==> config.mk <==
export PLATFORM = sky130hd
export DESIGN_NAME = display_scan_controller
export DESIGN_NICKNAME = d
export VERILOG_FILES = /design/src/rtl/display_scan_controller.sv
export SDC_FILE = /design/constraint.sdc
export NUM_CORES = 1
export LEC_CHECK = 0
export CAP_MARGIN = 5
export CORE_UTILIZATION = 49
export CTS_BUF_LIST = sky130_fd_sc_hd__clkbuf_4
export DETAILED_ROUTE_END_ITERATION = 12
export PLACE_DENSITY = 0.76
export SYNTH_ARGS = -nofsm -noshare
export SYNTH_HDL_FRONTEND = slang
export SYNTH_SLANG_ARGS = --single-unit
==> constraint.sdc <==
create_clock -name clkM -period 3.23 [get_ports clkM]
set_input_delay 0.646 -clock clkM [delete_from_list [all_inputs] [get_ports clkM]]
set_output_delay 0.646 -clock clkM [all_outputs]
set_load 0.005 [all_outputs]
==> src/rtl/display_scan_controller.sv <==
// Digit scan scheduler for a common-anode seven-segment bank: slot timing with blanking gaps,
// BCD decode, leading-zero suppression, blinking, and a frame-synchronous digit load handshake.
module display_scan_controller #(
  parameter int M            = 10_000_000,
  parameter int SCAN_HZ      = 500,
  parameter int DIGITS       = 4,
  parameter int BLANK_CYC    = 200,
  parameter int BLINK_FRAMES = 125
) (
  input  logic                  clkM,
  input  logic                  clr,
  input  logic [4*DIGITS-1:0]   digits_in,
  input  logic                  load,
  output logic                  load_ack,
  input  logic [DIGITS-1:0]     blink_mask,
  input  logic                  lz_en,
  output logic [DIGITS-1:0]     an,
  output logic [6:0]            seg,
  output logic                  frame_start
);

  // state   | meaning
  // S_BLANK | slot cycles 0..BLANK_CYC-1, all anodes off
  // S_DRIVE | slot cycles BLANK_CYC..P-1, anode idx on

  localparam int P  = M / SCAN_HZ;
  localparam int CW = (P > 1) ? $clog2(P) : 1;
  localparam int IW = $clog2(DIGITS);
  localparam int FW = (BLINK_FRAMES > 1) ? $clog2(BLINK_FRAMES) : 1;

  localparam logic [CW-1:0] CNT_LAST   = CW'(P - 1);
  localparam logic [CW-1:0] BLANK_LAST = CW'(BLANK_CYC - 1);
  localparam logic [IW-1:0] IDX_LAST   = IW'(DIGITS - 1);
  localparam logic [FW-1:0] FRM_LAST   = FW'(BLINK_FRAMES - 1);

  typedef enum logic {S_BLANK, S_DRIVE} state_t;

  state_t                state, state_n;
  logic [CW-1:0]         cnt, cnt_n;
  logic [IW-1:0]         idx, idx_n;
  logic [FW-1:0]         fcnt, fcnt_n;
  logic                  phase, phase_n;
  logic [4*DIGITS-1:0]   shadow, shadow_n;
  logic [DIGITS-1:0]     an_n;
  logic [6:0]            seg_n;
  logic                  fb;
  logic                  lz_blank;
  logic                  bl_blank;
  logic [3:0]            dig;

  function automatic logic [6:0] decode(input logic [3:0] v);
    logic [6:0] s;
    case (v)
      4'd0:    s = 7'b1000000;
      4'd1:    s = 7'b1111001;
      4'd2:    s = 7'b0100100;
      4'd3:    s = 7'b0110000;
      4'd4:    s = 7'b0011001;
      4'd5:    s = 7'b0010010;
      4'd6:    s = 7'b0000010;
      4'd7:    s = 7'b1111000;
      4'd8:    s = 7'b0000000;
      4'd9:    s = 7'b0010000;
      default: s = 7'b0111111;
    endcase
    return s;
  endfunction

  always_ff @(posedge clkM) begin
    if (clr) begin
      state       <= S_BLANK;
      cnt         <= '0;
      idx         <= '0;
      fcnt        <= '0;
      phase       <= 1'b0;
      shadow      <= '0;
      an          <= '1;
      seg         <= 7'h7F;
      load_ack    <= 1'b0;
      frame_start <= 1'b0;
    end else begin
      state       <= state_n;
      cnt         <= cnt_n;
      idx         <= idx_n;
      fcnt        <= fcnt_n;
      phase       <= phase_n;
      shadow      <= shadow_n;
      an          <= an_n;
      seg         <= seg_n;
      load_ack    <= fb & load;
      frame_start <= fb;
    end
  end

  // Outputs are registered, so they are derived from the next-cycle state.
  always_comb begin
    fb       = (cnt == CNT_LAST) && (idx == IDX_LAST);
    cnt_n    = cnt + 1'b1;
    idx_n    = idx;
    fcnt_n   = fcnt;
    phase_n  = phase;
    shadow_n = shadow;
    state_n  = state;
    an_n     = '1;
    seg_n    = 7'h7F;

    if (cnt == CNT_LAST) begin
      cnt_n = '0;
      idx_n = (idx == IDX_LAST) ? '0 : idx + 1'b1;
    end

    if (fb) begin
      if (load) shadow_n = digits_in;
      if (fcnt == FRM_LAST) begin
        fcnt_n  = '0;
        phase_n = ~phase;
      end else begin
        fcnt_n = fcnt + 1'b1;
      end
    end

    case (state)
      S_BLANK: if (cnt == BLANK_LAST) state_n = S_DRIVE;
      S_DRIVE: if (cnt == CNT_LAST)   state_n = S_BLANK;
      default: state_n = S_BLANK;
    endcase

    dig      = shadow_n[{idx_n, 2'b00} +: 4];
    // Digit 0 is never suppressed; higher digits only when they and all above are zero.
    lz_blank = lz_en && (idx_n != '0);
    for (int i = 0; i < DIGITS; i++) begin
      if ((i >= int'(idx_n)) && (shadow_n[4*i +: 4] != 4'd0)) lz_blank = 1'b0;
    end
    bl_blank = blink_mask[idx_n] & phase_n;

    if (state_n == S_DRIVE) begin
      an_n[idx_n] = 1'b0;
      if (!(lz_blank || bl_blank)) seg_n = decode(dig);
    end
  end

endmodule

==> flow_summary.ini, run 1 <==
[detailed_routing]
dr_total_vias = 2220
drt_pass1_iterations = 4
wire_per_inst_um = 13.58
totalWireLength_um = 5678
route.detailed.drc = 0
drt_iter0_markers = 116
vias_per_cell = 5.311
ant_nets = 0

[sta]
finalHoldViolations = 0
grt_setup_unrepaired = no
hold_slack_ns = 0.4792
period_needed_ns = 3.036
finalSetupTns_ns = 0
period_share = 0.9400
layout_setup_ws_ns = 0.1939
tightest_slew_ns = 0.5544
max_freq_mhz = 329.4
slew_headroom = 0.6304
drv_slew = 0
fin_skew_ns = 0.01892
finalSetupViolCount = 0

[clocking]
cts_root_buffer = clkbuf_4
cts_buffers = 5
clkLatencyLatePin_ns = 0.38
cts_tree = built
cts.htree.levels = 2
ctsLongestPathBuffers = 2
cts.hold.buffers_added = 0
clk_pin_slew_ns = 0.16
cts_sinks = 55

[synth]
yosys_warnings = 0
synth_area_per_cell_um2 = 8.984
netlist_area_mm2 = 0.002596
synthesis.instances = 289
synthesis.nets = 322
ys_types = 45
synth_seq_area_share = 0.4241
ys_ff_latch = 55

[hold_path]
hold_depth = 2
worstHoldStart = shadow[0]
hold_end = shadow[0]
hp-class = flip-flop to flip-flop

[layout]
antenna_cells = 0
final_cells = 418
most-common-layout-cells = dfxtp_1, nor2_1, clkdlybuf4s50_1
fillers = 426
fin_util = 0.6592
nNetsFinal = 380
syn2layout_area_growth_pct = 29.69
final_common_cell = dfxtp_1
stdcell_area_mm2 = 0.003367
layout-drive-gt1-share = 0.1724

[setup_path]
cp_data_required_time_ns = 3.48
path_depth = 12
r2r_end = seg[5]
crit_top_cell = buf_4
worst-path-buf-inv = 4
worstReg2RegStart = cnt[13]
crit_family = simple AND/OR/NAND/NOR gates
critPathLaunchType = flip-flop
cp-end-kind = flip-flop
r2r_slack_ns = 0.19
worst-setup-path-type = flip-flop to flip-flop
crit_path_cell_trace = or4_4 -> buf_4 -> nor4_4 -> buf_6 -> buf_4 -> mux2i_4 -> mux2i_2 -> a211oi_2 -> inv_1 -> ha_1 -> mux2i_1 -> o211ai_1
crit_fanout = 8
slowest_delay_ns = 0.52
cpMaxStageDelayCell = or4_4
worstPathArrival_ns = 3.28
rr_worst_depth = 12

[die]
die_area_mm2 = 0.005594
die_w_um = 74.79
fp.dieH_um = 74.79
row_count = 26
ioPinCount = 37
initial_core_util = 0.5083
coreArea_mm2 = 0.005107

[global_routing]
grt_pass1_wl_um = 9404
grt_pass1_vias = 2140
grt_antenna_before_repair = 0
grt_util_all_layers = 0.2207
grt_max_degree = 24
overflow = 0

[placement]
port_buffers = 36
post-dp-hpwl_um = 4203
place_congestion = 0.8532
postPlaceCellArea_mm2 = 0.003181
post-place-cells = 407
dp_slack_ns = -0.06461

[power_and_ir_drop]
peakVddDrop_mv = 0.2283
power_mw = 1.118
powerDensity_mw_per_mm2 = 332.1
leakage_nw = 1.243

[job]
cap_violations = 0

[run_status]
outcome = completed
-- cell usage after synthesis (all sizes together) --
library cell,number,area [µm²]
or2,4,25.02
nand2b,1,6.260
a32oi,1,8.760
or3,6,37.54
xnor2,5,43.79
dfxtp,55,1101
buf,5,31.28
nand3,13,65.06
xor2,10,87.58
nor4,7,50.05
nand4,9,56.30
o32a,2,20.02
and2,5,31.28
nand4bb,1,11.26
o311ai,2,17.52
nor3b,3,22.52
a21oi,10,50.05
o211ai,2,15.01
o31ai,2,20.02
or4,2,18.77
mux2i,24,252.7
nor2,47,176.4
a41oi,1,8.760
mux2,3,37.53
nor2b,2,12.51
inv,9,33.78
a2111oi,1,8.760
ha,9,112.6
and3,1,6.260
clkbuf,9,33.78
nand2,23,86.33
nor3,3,15.01
a311oi,1,26.28
a211oi,1,12.51
o21ai,10,53.80
-- worst register-to-register path: stages, from the launching register on --
cell      delay (ns)
dfxtp_2         0.36
or4_4           0.52
buf_4           0.17
nor4_4          0.29
buf_6           0.18
buf_4           0.14
mux2i_4         0.23
mux2i_2         0.12
a211oi_2        0.32
inv_1           0.14
ha_1            0.22
mux2i_1         0.13
o211ai_1        0.11
-- layer usage --
| metal | wire, µm | vias to the layer above | part of all wire | global-route usage |
|---|---|---|---|---|
| met4 | 108 | 0 | 0.019 | 0.08805 |
| met3 | 214 | 11 | 0.038 | 0.05756 |
| met5 | 0 | - | 0 | 0 |
| met1 | 2519 | 1037 | 0.44 | 0.2529 |
| li1 | - | 1116 | - | - |
| met2 | 2835 | 56 | 0.50 | 0.3914 |
-- worst max path at each step --
| stage | from | endpoint | slack [ns] |
|---|---|---|---|
| finish | cnt[13] | seg[5] | 0.19 |
| global route | cnt[8] | seg[3] | 0.02 |
| CTS | cnt[13] | seg[2] | 0.04 |
| detailed placement | load | seg[3] | -0.06 |
| global placement | load | seg[3] | -0.04 |
| floorplan | cnt[8] | seg[3] | 0.03 |
-- final cells by class --
type | count | area (µm²) | area share
multi-input cells | 211 | 1469 | 0.4363
clock inverters | 3 | 42.54 | 0.01263
well taps | 70 | 87.58 | 0.02601
flip-flops and latches | 55 | 1102 | 0.3274
repair buffers | 65 | 594.3 | 0.1765
clock buffers | 5 | 37.54 | 0.01115
inverters | 9 | 33.78 | 0.01003
-- power by group --
group          internal (mW)  switching, mW
Clock                  0.164          0.216
Sequential             0.682        0.00208
Combinational         0.0325         0.0221
Total                  0.878          0.240
-- kinds of logic after synthesis --
kind of cell    share of synthesized area
flops                              0.4241
xor+xnor                          0.05060
fa+ha+maj                         0.04337
compound gates                    0.09302
mux                                0.1118
buf+inv                           0.03807
simple gates                       0.2390
-- state kept, by name (all words and copies together), names as in the netlist --
register	cells
an	4
cnt	15
fcnt	7
frame_start	1
idx	2
load_ack	1
phase	1
seg	7
shadow	16
state	1
-- timing repair --
action / CTS / global route
pin swaps: 0 / 5
gates cloned: 0 / 0
setup endpoints to repair: 1 / 7
gates resized for setup: 1 / 14
setup buffers: 0 / 3
Power figures use the tool's default switching activity.
==> inputs of run 2 (changes only) <==
--- a/config.mk
+++ b/config.mk
@@ -7,9 +7,10 @@
 export LEC_CHECK = 0
 export CAP_MARGIN = 5
 export CORE_UTILIZATION = 49
-export CTS_BUF_LIST = sky130_fd_sc_hd__clkbuf_4
+export CTS_BUF_LIST = sky130_fd_sc_hd__clkbuf_8
 export DETAILED_ROUTE_END_ITERATION = 12
 export PLACE_DENSITY = 0.76
+export SKIP_CTS_REPAIR_TIMING = 1
 export SYNTH_ARGS = -nofsm -noshare
 export SYNTH_HDL_FRONTEND = slang
 export SYNTH_SLANG_ARGS = --single-unit
==> flow_summary.ini, run 2 (synthesis results as in run 1) <==
[sta]
finalHoldViolations = 0
drv_slew = 0
layout_setup_ws_ns = 0.1836
finalSetupViolCount = 0
slew_headroom = 0.6338
fin_skew_ns = 0.01251
period_share = 0.9432
max_freq_mhz = 328.3
period_needed_ns = 3.046
tightest_slew_ns = 0.5492

[power_and_ir_drop]
peakVddDrop_mv = 0.2221
p_sw_frac = 0.2036
power_mw = 1.216
pwr-share-seq = 0.562
intPower_uw = 968.3
powerDensity_mw_per_mm2 = 359.1
combPwrFrac = 0.045
netSwitchingPower_uw = 247.6
leakage_nw = 1.247
pwr-share-clk = 0.394

[placement]
port_buffers = 36
place_congestion = 0.8532
dp_slack_ns = -0.06461
post-dp-hpwl_um = 4203

[setup_path]
worst-path-buf-inv = 2
worstPathArrival_ns = 3.21
cpMaxStageDelayCell = or4_4
worstReg2RegStart = cnt[8]
path_depth = 9
crit_path_cell_trace = or4_4 -> buf_4 -> nor4_4 -> mux2i_1 -> buf_4 -> mux2_2 -> o31ai_4 -> mux2i_1 -> o211ai_1
crit_family = multiplexers
cp_data_required_time_ns = 3.40
r2r_end = seg[5]
r2r_slack_ns = 0.18
critPathCapture = seg[5]
crit_path_start = cnt[8]
rr_worst_depth = 9
cp-end-kind = flip-flop
slowest_delay_ns = 0.53
critPathLaunchType = flip-flop
crit_fanout = 11
worst-setup-path-type = flip-flop to flip-flop

[detailed_routing]
vias_per_cell = 5.249
totalWireLength_um = 5643
wire_per_inst_um = 13.53
ant_nets = 0
drt_pass1_iterations = 5
route.detailed.drc = 0
drt_iter0_markers = 125
dr_total_vias = 2189

[layout]
top_register = shadow
final_common_cell = dfxtp_1
most-common-layout-cells = dfxtp_1, nor2_1, clkdlybuf4s50_1
antenna_cells = 0
largest_reg_flops = 16
top_regs = shadow (16), cnt (15)
fillers = 427
syn2layout_area_growth_pct = 30.41
layout-drive-gt1-share = 0.1729
nNetsFinal = 379

[clocking]
cts_buffers = 5
cts_tree = built
ctsLongestPathBuffers = 2
clk_pin_slew_ns = 0.10
cts.htree.levels = 2
cts_sinks = 55
cts_root_buffer = clkbuf_8
clkLatencyLatePin_ns = 0.31

[die]
die_w_um = 74.79
ioPinCount = 37
row_count = 26
coreArea_mm2 = 0.005107
initial_core_util = 0.5083
fp.dieH_um = 74.79
die_area_mm2 = 0.005594

[hold_path]
hp-class = flip-flop to flip-flop
hold_depth = 2

[global_routing]
grt_util_all_layers = 0.2210
overflow = 0
grt_pass1_wl_um = 9439
grt_pass1_vias = 2143
grt_antenna_before_repair = 0
grt_max_degree = 24

[job]
cap_violations = 0

[run_status]
outcome = completed
==> run 2: cell types whose count changed in the layout (fill, tap and decap cells not counted) <==
cell,delta
clkbuf_8,+6
nor3b_1,+1
ha_2,+1
clkinv_1,-1
ha_1,-1
buf_12,-1
clkbuf_4,-5
nor3b_2,-1
==> run 2: stage by stage <==
| stage | instance area [µm²] | instances | setup TNS, ns | utilization | hold slack [ns] |
|---|---|---|---|---|---|
| 6_report | 3386 | 417 | 0 | 0.6629 | 0.4733 |
| 5_1_grt | 3386 | 417 | -0.0005482 | 0.6629 | 0.4908 |
| 3_3_place_gp | 3181 | 407 | -0.04196 | 0.6227 | 0.4338 |
| 3_5_place_dp | 3181 | 407 | -0.1246 | 0.6227 | 0.4573 |
| 2_1_floorplan | 2596 | 289 | 0 | - | 0.4175 |
| 4_1_cts | 3302 | 415 | -0.01628 | 0.6465 | 0.4741 |
==> run 2: layout make-up <==
type	count	area (µm²)	share of cell area
Clock buffer	6	82.58	0.02439
Clock inverter	2	38.79	0.01146
Inverter	9	33.78	0.009978
Multi-Input combinational cell	211	1466	0.4331
Sequential cell	55	1102	0.3256
Tap cell	70	87.58	0.02587
Timing Repair Buffer	64	574.3	0.1696
==> run 2: worst register-to-register path: cells and delay by family, from the launching register on <==
kind                   cells  cell delay (ns)
and+or+nand+nor            2             0.83
DFF                        1             0.32
buffers and inverters      2             0.31
muxes                      3             0.85
AOI/OAI and AO/OA          2             0.60
==> run 2: layer usage <==
metal / part of all wire / vias up / track usage / routed length [µm]
met5: 0 / - / 0 / 0
met2: 0.51 / 42 / 0.3884 / 2869
met1: 0.45 / 1021 / 0.2563 / 2520
li1: - / 1117 / - / -
met3: 0.030 / 9 / 0.05355 / 172
met4: 0.014 / 0 / 0.09434 / 80
==> run 2: how the worst min path moves through the flow <==
stage | start | to | slack, ns
after floorplan | cnt[0] | cnt[0] | 0.42
final | shadow[0] | shadow[0] | 0.47
after CTS | shadow[0] | shadow[0] | 0.47
after detailed placement | shadow[0] | shadow[0] | 0.46
after global placement | cnt[0] | cnt[0] | 0.43
after global routing | cnt[0] | cnt[0] | 0.49
==> run 2: power groups by stage <==
stage,Clock (mW),Combinational [mW],Sequential (mW)
final,0.479,0.0541,0.683
after global routing,0.516,0.0585,0.683
after CTS,0.495,0.0533,0.683
after detailed placement,0,0.0533,0.698
after global placement,0,0.0526,0.698
after floorplan,0,0.0157,0.699
